$ cat src/rtl/if_id_reg.sv
// IF->ID pipeline register: captures the 1-cycle-latency instruction SRAM response,
// holds it across ID stalls and drops responses orphaned by a flush.
module if_id_reg #(
    parameter logic [31:0] RESET_PC = 32'hbfc00000
) (
    input  logic        clk,
    input  logic        reset,
    input  logic        IF_ID_reg_stall,
    input  logic        flush,
    input  logic        fetch_issued,
    input  logic        valid_IF,
    input  logic [31:0] pc_IF,
    input  logic        adel_IF,
    input  logic [31:0] inst_sram_rdata,
    output logic        if_allowin,
    output logic        valid_ID,
    output logic [31:0] pc_ID,
    output logic [31:0] inst_ID,
    output logic        adel_ID
);

    typedef enum logic [1:0] {
        IDLE    = 2'd0,
        HOLD    = 2'd1,
        DISCARD = 2'd2
    } state_t;

    state_t      state_q, state_d;
    logic        rdata_live_q;
    logic [31:0] hold_inst_q, hold_inst_d;

    logic        valid_id_q, valid_id_d;
    logic [31:0] pc_id_q, pc_id_d;
    logic [31:0] inst_id_q, inst_id_d;
    logic        adel_id_q, adel_id_d;

    logic [31:0] inst_if;
    logic        inst_ready;

    always_comb begin
        inst_if    = (state_q == HOLD) ? hold_inst_q : inst_sram_rdata;
        inst_ready = valid_IF & (adel_IF | (state_q == HOLD) |
                                 (rdata_live_q & (state_q != DISCARD)));
        if_allowin = (~IF_ID_reg_stall & (~valid_IF | inst_ready)) | flush;
    end

    // Hold/discard tracking: flush dominates stall; a flush that coincides with a
    // new read leaves that read's response to be dropped next cycle.
    always_comb begin
        state_d     = state_q;
        hold_inst_d = hold_inst_q;
        if (flush) begin
            state_d = fetch_issued ? DISCARD : IDLE;
        end else begin
            unique case (state_q)
                IDLE: begin
                    if (IF_ID_reg_stall && valid_IF && rdata_live_q && !adel_IF) begin
                        state_d     = HOLD;
                        hold_inst_d = inst_sram_rdata;
                    end
                end
                HOLD: begin
                    if (!IF_ID_reg_stall) begin
                        state_d = IDLE;
                    end
                end
                DISCARD: state_d = IDLE;
                default: state_d = IDLE;
            endcase
        end
    end

    always_comb begin
        valid_id_d = valid_id_q;
        pc_id_d    = pc_id_q;
        inst_id_d  = inst_id_q;
        adel_id_d  = adel_id_q;
        if (flush) begin
            valid_id_d = 1'b0;
        end else if (!IF_ID_reg_stall) begin
            valid_id_d = inst_ready;
            pc_id_d    = pc_IF;
            adel_id_d  = adel_IF;
            inst_id_d  = adel_IF ? 32'h0 : inst_if;
        end
    end

    always_ff @(posedge clk) begin
        if (reset) begin
            state_q      <= IDLE;
            rdata_live_q <= 1'b0;
            valid_id_q   <= 1'b0;
            pc_id_q      <= RESET_PC;
            inst_id_q    <= 32'h0;
            adel_id_q    <= 1'b0;
        end else begin
            state_q      <= state_d;
            rdata_live_q <= fetch_issued;
            valid_id_q   <= valid_id_d;
            pc_id_q      <= pc_id_d;
            inst_id_q    <= inst_id_d;
            adel_id_q    <= adel_id_d;
        end
    end

    // Held word is pure data; its validity is carried by state_q.
    always_ff @(posedge clk) begin
        hold_inst_q <= hold_inst_d;
    end

    assign valid_ID = valid_id_q;
    assign pc_ID    = pc_id_q;
    assign inst_ID  = inst_id_q;
    assign adel_ID  = adel_id_q;

endmodule

$ cat config.mk
export PLATFORM = sky130hd
export DESIGN_NAME = if_id_reg
export DESIGN_NICKNAME = d
export VERILOG_FILES = /design/src/rtl/if_id_reg.sv
export SDC_FILE = /design/constraint.sdc
export NUM_CORES = 1
export LEC_CHECK = 0
export ABC_AREA = 1
export CAP_MARGIN = 40
export CORE_MARGIN = 3
export CORE_UTILIZATION = 45
export CTS_CLUSTER_DIAMETER = 80
export CTS_CLUSTER_SIZE = 10
export DETAILED_ROUTE_END_ITERATION = 10
export PLACE_DENSITY = 0.8
export SLEW_MARGIN = 15
export SYNTH_ARGS = -nofsm -noshare
export SYNTH_HDL_FRONTEND = slang
export SYNTH_SLANG_ARGS = --single-unit
$ cat constraint.sdc
create_clock -name clk -period 1.9 [get_ports clk]
set_input_delay 0.285 -clock clk [delete_from_list [all_inputs] [get_ports clk]]
set_output_delay 0.285 -clock clk [all_outputs]
set_load 0.01 [all_outputs]
# After elaboration in Yosys (flattened, before gate mapping)
# Index checks and enable logic that the tools add are counted.
[word_totals]
output_inout_bits = 67
reg_bits = 101
input_bits = 71
[classes]
muxes = 7
bitwise_logic = 10
n_eq_ne = 4
n_reduce_logical = 9
[op_table]
columns = ["cell", "n"]
rows = [
  ["$mux 32", 2],
  ["$mux 2", 4],
  ["$ne 3x3->1 const B", 2],
  ["$or 1x1->1", 4],
  ["$pmux 2 s2", 1],
  ["$reduce_and 2->1", 2],
  ["$and 1x1->1", 3],
  ["$logic_and 1x1->1", 3],
  ["$not 1->1", 3],
  ["$reduce_and 3->1", 1],
  ["$eq 2x1->1 const B", 1],
  ["$logic_not 2->1", 1],
  ["$ne 2x2->1 const B", 1],
  ["$reduce_or 2->1", 1],
  ["$logic_not 1->1", 1],
]

# Depth between registers and ports, before layout
# Gate-level depths: netlist of run 1.
[logic_depth]
word_depth = 7
mapped_depth = 6

# Worst setup path after synthesis of run 1
# OpenSTA, ideal clock, no wires.
[synth_timing]
path_kind = "flip-flop to flip-flop"
start = "register state_q[1]"
end = "register hold_inst_q[0], enable pin"
period_less_slack_ns = 1.601
path_stages_with_launch = 4
required_ns = 1.513
path_buffers = 0
slack_ns = 0.299
arrival_ns = 1.214
path_cell_list = "dfxtp_1 -> nor3_1 -> nand2_1 -> inv_1"
[synth_via]
elab_chain_len = 2
[synth_lines]
columns = ["item", "line_no", "rtl"]
rows = [
  ["start: declaration", "28", "state_t state_q, state_d;"],
  ["start signal: assignment", "97", "state_q <= state_d;"],
  ["$logic_not 2->1", "55", "unique case (state_q)"],
  ["$reduce_and 3->1 (no source line)", "-", ""],
  ["end signal: assignment", "108", "hold_inst_q <= hold_inst_d;"],
  ["end: declaration", "30", "logic [31:0] hold_inst_q, hold_inst_d;"],
]
# Every way passes these cells.
# A chain may end at the register's enable or synchronous reset.

# Worst setup path after layout of run 1
[layout_timing]
start = "register state_q[1]"
end = "output port if_allowin"
[layout_via]
elab_chain_len = 7
[layout_lines]
columns = ["item", "line_no", "rtl"]
rows = [
  ["$eq 2x1->1 / $ne 2x2->1 (equally long branches)", "42, 43", ""],
  ["$or 1x1->1 / $and 1x1->1 (equally long branches)", "42, 43", ""],
  ["$or 1x1->1 *", "42", "inst_ready = valid_IF & (adel_IF | (state_q == HOLD) |"],
  ["$and 1x1->1 *", "42", ""],
  ["$or 1x1->1 *", "44", "if_allowin = (~IF_ID_reg_stall & (~valid_IF | inst_ready)) | flush;"],
  ["$and 1x1->1 *", "44", ""],
  ["$or 1x1->1 *", "44", ""],
  ["end: declaration", "15", "output logic if_allowin,"],
]
# Every way passes the cells marked *; elsewhere a longest branch is shown, timed or not.

==> out/qor.csv, run 1 <==
stage,metric,value,unit
clocking,CTS Buffer Depth,2,
timing,worst-margin pin slew,0.389,ns
worst_setup_path,r2r endpoint,hold_inst_q[26],
final_layout,area grow syn2layout,42.3,%
final_layout,fin area,5670,um^2
final_layout,# fillers,712,
timing,Final Skew,0.0170,ns
grt,Total GRT Usage,0.200,
final_layout,"commonest cells after routing, fill and taps aside","clkdlybuf4s50_1 (135), nand2_1 (122), inv_1 (72), dfxtp_1 (68), nor2_1 (49)",
timing,Max Freq,563,MHz
synthesis,post-synthesis instance area,3980,um^2
worst_setup_path,CP cell instances,inv_1 -> a21oi_1 -> nand2_1 -> o21ai_0 -> inv_1 -> dlygate4sd2_1,
timing,fin worst setup slack,0.124,ns
worst_setup_path,Crit-path slowest cell,dfxtp_2,
grt,grt total ovfl,0,
clocking,Skew-Pair Late Insertion Delay,0.36,ns
final_layout,final core occ,0.673,
pwr,pwr/cell area,736,nW/um^2
placed_design,DP Area,5480,um^2
timing,final period utilization,0.935,
timing,max-slew violation count,0,
die,chip width,100,um
worst_setup_path,CP top delay family,buffers and inverters,
pwr,Sw Pwr,1.01,mW
die,row cnt,33,
pwr,combinational power share,0.132,
worst_setup_path,crit path max fanout,4,
synthesis,Post-Synthesis Cells,480,
synthesis,adder-cell area share of the yosys netlist,0,
worst_setup_path,reg2reg path depth,4,
final_layout,fin cells,730,
pwr,Power Total,4.17,mW
synthesis,synth unique cells,18,
clocking,Sink Count,101,
die,initial core utilization,0.473,
run,Max-Cap Viols,0,
status,outcome,finished clean,
timing,Finish-stage setup viols,0,
placed_design,routability cong.,0.759,
synthesis,syn avg cell area,8.30,um^2
pwr,Pint,3.17,mW
worst_setup_path,worst reg2reg path startpoint,state_q[1],
synthesis,xor-xnor portion of the synthesized cell area,0,
routing,wire length per cell,13.7,um
grt,largest net degree at the start of global routing,34,
synthesis,mux cell area share after synthesis,0,
min_path,HP Class,flop to flop,
grt,number of global-route vias before repair,3427,
synthesis,Yosys warning total,0,
synthesis,post-synthesis sequential area ratio,0.588,
clocking,Root Driver,clkbuf_8,
clocking,CTS Buf Count,9,
pwr,Clock power frac,0.309,
routing,DRC Markers,0,
worst_setup_path,Worst EP required,1.62,ns
worst_setup_path,max incr delay on CP,0.37,ns
min_path,HP Start,inst_ID[26],
timing,Fin. Hold Viols,0,
clocking,"Hold-fix buffers, CTS",0,
routing,via/cell ratio,4.79,
die,die footprint,10000,um^2
placed_design,Worst Setup Slack post-DPL,-0.187,ns
timing,Final min period,1.78,ns
routing,DRT Pass-1 Iters,5,
min_path,hold depth,2,
pwr,Leak,2.42,nW
die,Core Footprint,8420,um^2
placed_design,# port buffers,137,
worst_setup_path,Buf/Inv on CP,3,
placed_design,placed cells,714,
synthesis,largest family of logic cells by synthesized area,simple AND/OR/NAND/NOR gates,
synthesis,Yosys reg bits,101,
final_layout,Final #Nets,691,
final_layout,"most common cell after layout, fill and taps aside",clkdlybuf4s50_1,
placed_design,post-DP HPWL,7020,um
die,io pins,138,
clocking,TritonCTS clock tree,yes,
synthesis,Syn Nets,551,
clocking,H-Tree Depth,3,
worst_setup_path,Worst path most repeated cell,inv_1,
min_path,Hold Path End,inst_ID[26],
clocking,Post-CTS Setup Bufs,0,
worst_setup_path,crit path kind,flop to primary output,
worst_setup_path,R2R setup slack,0.65,ns
pwr,sequential share of power,0.559,
worst_setup_path,Critical Path Source Type,flop,
routing,final wirelength,9970,um
final_layout,ANT cells,0,
clocking,"Clk pin slew, worst setup/hold paths",0.09,ns
final_layout,layout cells sized above 1,0.0608,
synthesis,simple-gate share of the synthesized area,0.227,
routing,vias,3495,
worst_setup_path,Critical Path Sink Type,primary output,
routing,initial DRC count,138,
grt,first-pass GRT wire length,16000,um
grt,initial antenna violation count,0,
timing,max_slew headroom,0.740,
timing,unrepaired setup endpoints after global routing,no,
die,Die Span Y,100,um
pwr,VDD IR max,0.000403,V
worst_setup_path,Crit path arrival time,1.49,ns
routing,Routed Antenna Nets,0,
synthesis,Synth Area in Compound Gates,0.0773,
pwr,switching part of the total,0.241,
power groups by stage:
stage | logic [mW] | registers [mW] | clock network, mW
3_3_place_gp | 0.542 | 2.38 | 0
6_report | 0.550 | 2.33 | 1.29
2_1_floorplan | 0.178 | 2.41 | 0
4_1_cts | 0.554 | 2.33 | 1.32
5_1_grt | 0.598 | 2.34 | 1.41
3_5_place_dp | 0.553 | 2.38 | 0
state kept, by name (all words and copies together), names as in the netlist:
| register | count |
|---|---|
| adel_ID | 1 |
| rdata_live_q | 1 |
| valid_ID | 1 |
| hold_inst_q | 32 |
| inst_ID | 32 |
| pc_ID | 32 |
| state_q | 2 |
synth_stat cells (all sizes together):
library cell | instances | area, um^2
nor2 | 52 | 221
clkbuf | 9 | 33.8
a21oi | 35 | 175
nand2 | 122 | 458
o211ai | 1 | 7.51
edfxtp | 32 | 961
nand3 | 43 | 215
o21ai | 25 | 125
buf | 17 | 118
inv | 73 | 277
dfxtp | 69 | 1380
nor3 | 2 | 10.0
per-layer routing:
| metal | GRT usage | wire [um] | up-vias |
|---|---|---|---|
| met5 | 0 | 0 | - |
| met4 | 0.0725 | 104 | 0 |
| met3 | 0.0306 | 535 | 9 |
| met2 | 0.355 | 5090 | 101 |
| met1 | 0.245 | 4230 | 1610 |
| li1 | - | - | 1775 |
worst register-to-register path: cells and delay by family (launching register included):
kind | cells | cell delay [ns]
flops | 1 | 0.35
buf+inv | 2 | 0.32
simple gates | 2 | 0.27
stage by stage:
step | hold slack [ns] | setup TNS [ns]
after global routing | 0.484 | 0
after floorplan | 0.384 | 0
after detailed placement | 0.446 | -0.187
after CTS | 0.465 | 0
final | 0.467 | 0
after global placement | 0.438 | -0.150
kinds of logic (layout without fill, tap and decap cells):
family	Yosys count	in the layout
simple gates	219	219
compound gates	61	61
buf+inv	99	244
flops	101	101
area by class of cell:
type / count / area, um^2 / area share
Sequential cell: 101 / 2340 / 0.414
Timing Repair Buffer: 155 / 1520 / 0.268
Multi-Input combinational cell: 280 / 1210 / 0.214
Inverter: 73 / 277 / 0.0488
Clock buffer: 11 / 153 / 0.0269
Tap cell: 105 / 131 / 0.0232
Clock inverter: 5 / 32.5 / 0.00574
timing repair:
item	CTS	global route
endpoints found under the setup margin	1	1
gates resized for setup	2	1
pin swaps	0	0
worst max path at each step:
stage / startpoint / to / slack, ns / cells past startpoint
6_report: state_q[1] / if_allowin / 0.12 / 6
5_1_grt: state_q[1] / if_allowin / 0.05 / 6
4_1_cts: state_q[1] / if_allowin / 0.06 / 6
3_5_place_dp: adel_IF / if_allowin / -0.19 / 6
3_3_place_gp: adel_IF / if_allowin / -0.15 / 6
2_1_floorplan: state_q[1] / hold_inst_q[0] / 0.30 / 3
Power figures use the tool's default switching activity.
==> run 2, diff against run 1 <==
CORE_UTILIZATION = 49   (was 45)
PLACE_DENSITY = 0.86   (was 0.8)
clock period = 2.25 ns   (was 1.9 ns; I/O delays follow)
==> run 2 against run 1 <==
Against the previous run:
- register-to-register slack better by 0.26 ns
- critical path type unchanged
- via count is 1.2% higher
- clock skew is 0.0070 ns lower
- utilization is 4.3 points higher
- count of clock-buffer cells in the layout is 2 lower
- highest routed layer unchanged
- routed wire length is 0.63% higher
- sequential share of layout area is 0.58 points higher
==> out/qor.csv, run 2 (synthesized netlist as in run 1, its figures left out) <==
stage,metric,value,unit
grt,initial antenna violation count,0,
min_path,Hold Path End,pc_ID[24],
timing,unrepaired setup endpoints after global routing,no,
final_layout,"most common cell after layout, fill and taps aside",clkdlybuf4s50_1,
min_path,HP Start,pc_ID[24],
worst_setup_path,crit path kind,flop to primary output,
final_layout,ANT cells,0,
clocking,"Clk pin slew, worst setup/hold paths",0.10,ns
pwr,Leak,2.36,nW
grt,number of global-route vias before repair,3353,
placed_design,# port buffers,137,
timing,final period utilization,0.916,
die,row cnt,32,
placed_design,post-DP HPWL,6970,um
timing,Max Freq,485,MHz
worst_setup_path,crit path from,state_q[1],
worst_setup_path,worst reg2reg path startpoint,state_q[0],
pwr,pwr/cell area,614,nW/um^2
routing,initial DRC count,106,
timing,max-slew violation count,0,
routing,vias,3537,
min_path,HP Class,flop to flop,
final_layout,Final #Nets,683,
die,Die Span Y,96.2,um
worst_setup_path,reg2reg path depth,6,
worst_setup_path,max incr delay on CP,0.48,ns
worst_setup_path,Crit-path slowest cell,clkdlybuf4s50_1,
routing,Routed Antenna Nets,0,
clocking,H-Tree Depth,3,
worst_setup_path,Crit path arrival time,1.72,ns
timing,fin worst setup slack,0.188,ns
grt,first-pass GRT wire length,15400,um
clocking,"Hold-fix buffers, CTS",0,
clocking,TritonCTS clock tree,yes,
routing,via/cell ratio,4.92,
placed_design,DP Area,5420,um^2
pwr,Power Total,3.43,mW
timing,Hold Slack,0.460,ns
routing,DRT Pass-1 Iters,5,
timing,Final Skew,0.00999,ns
clocking,PostCTS Resize Cnt,0,
final_layout,"commonest cells after routing, fill and taps aside","clkdlybuf4s50_1 (137), nand2_1 (122), inv_1 (72), dfxtp_1 (69), nor2_1 (49)",
grt,largest net degree at the start of global routing,44,
final_layout,fin cells,719,
routing,final wirelength,10000,um
worst_setup_path,crit path max fanout,4,
die,die footprint,9250,um^2
clocking,Skew-Pair Late Insertion Delay,0.36,ns
worst_setup_path,Worst EP required,1.91,ns
final_layout,final core occ,0.715,
timing,max_slew headroom,0.684,
die,Core Footprint,7810,um^2
worst_setup_path,R2R setup slack,0.91,ns
run,Max-Cap Viols,0,
final_layout,area grow syn2layout,40.2,%
grt,grt total ovfl,0,
worst_setup_path,CP cell instances,inv_1 -> a21oi_1 -> nand2_1 -> o21ai_0 -> inv_1 -> clkdlybuf4s50_1,
final_layout,fin area,5580,um^2
worst_setup_path,Worst path most repeated cell,inv_1,
grt,Total GRT Usage,0.215,
die,chip width,96.2,um
placed_design,placed cells,703,
worst_setup_path,Critical Path Sink Type,primary output,
clocking,CTS Buffer Depth,2,
timing,Finish-stage setup viols,0,
placed_design,routability cong.,0.792,
timing,worst-margin pin slew,0.474,ns
clocking,Root Driver,clkbuf_8,
clocking,Sink Count,101,
worst_setup_path,Critical Path Source Type,flop,
clocking,Post-CTS Setup Bufs,0,
pwr,VDD IR max,0.000355,V
worst_setup_path,r2r endpoint,inst_ID[21],
die,io pins,138,
clocking,CTS Buf Count,9,
min_path,hold depth,2,
routing,DRC Markers,0,
timing,post-route setup TNS,0,ns
placed_design,Worst Setup Slack post-DPL,0.243,ns
status,outcome,finished clean,
routing,wire length per cell,13.9,um
timing,Final min period,2.06,ns
timing,Fin. Hold Viols,0,
final_layout,layout cells sized above 1,0.0454,
die,initial core utilization,0.510,
## run 2: changes by cell type in the layout (fill, tap and decap cells not counted), sizes merged
cell / before / now
clkdlybuf4s50: 135 / 137
dlygate4sd2: 2 / 0
inv: 75 / 73
buf: 18 / 10
clkinv: 2 / 6
clkbuf: 11 / 9
## run 2: worst max path at each step
| stage | to | slack, ns | depth (start not counted) |
|---|---|---|---|
| 4_1_cts | if_allowin | 0.18 | 6 |
| 3_3_place_gp | if_allowin | 0.29 | 6 |
| 2_1_floorplan | hold_inst_q[0] | 0.65 | 3 |
| 5_1_grt | if_allowin | 0.02 | 6 |
| 3_5_place_dp | if_allowin | 0.24 | 6 |
| 6_report | if_allowin | 0.19 | 6 |
## run 2: where the power goes
group          leakage (nW)  switching [mW]  internal [mW]
Clock                0.0840           0.603          0.395
Combinational          1.43           0.203          0.258
Sequential            0.854          0.0296           1.94
Total                  2.36           0.835           2.59
## run 2: cell type report
type                       count  area (um^2)
tap                          102          128
fill                         605         2220
multi-input combinational    280         1210
inverter                      73          277
sequential                   101         2340
clock inverter                 7         42.5
timing repair buffer         147         1460
clock buffer                   9          124
## run 2: per-layer routing
metal | wire, um | vias up | track usage
li1 | - | 1753 | -
met1 | 4030 | 1633 | 0.250
met2 | 5190 | 126 | 0.384
met3 | 504 | 25 | 0.0344
met4 | 306 | 0 | 0.0995
met5 | 0 | - | 0
## run 2: worst max-delay path: cells and delay by family, from the launching register on
family / cells / cell delay [ns]
buffers and inverters: 3 / 0.60
flip-flops: 1 / 0.39
AO/OA/AOI/OAI: 2 / 0.28
AND/OR/NAND/NOR: 1 / 0.09
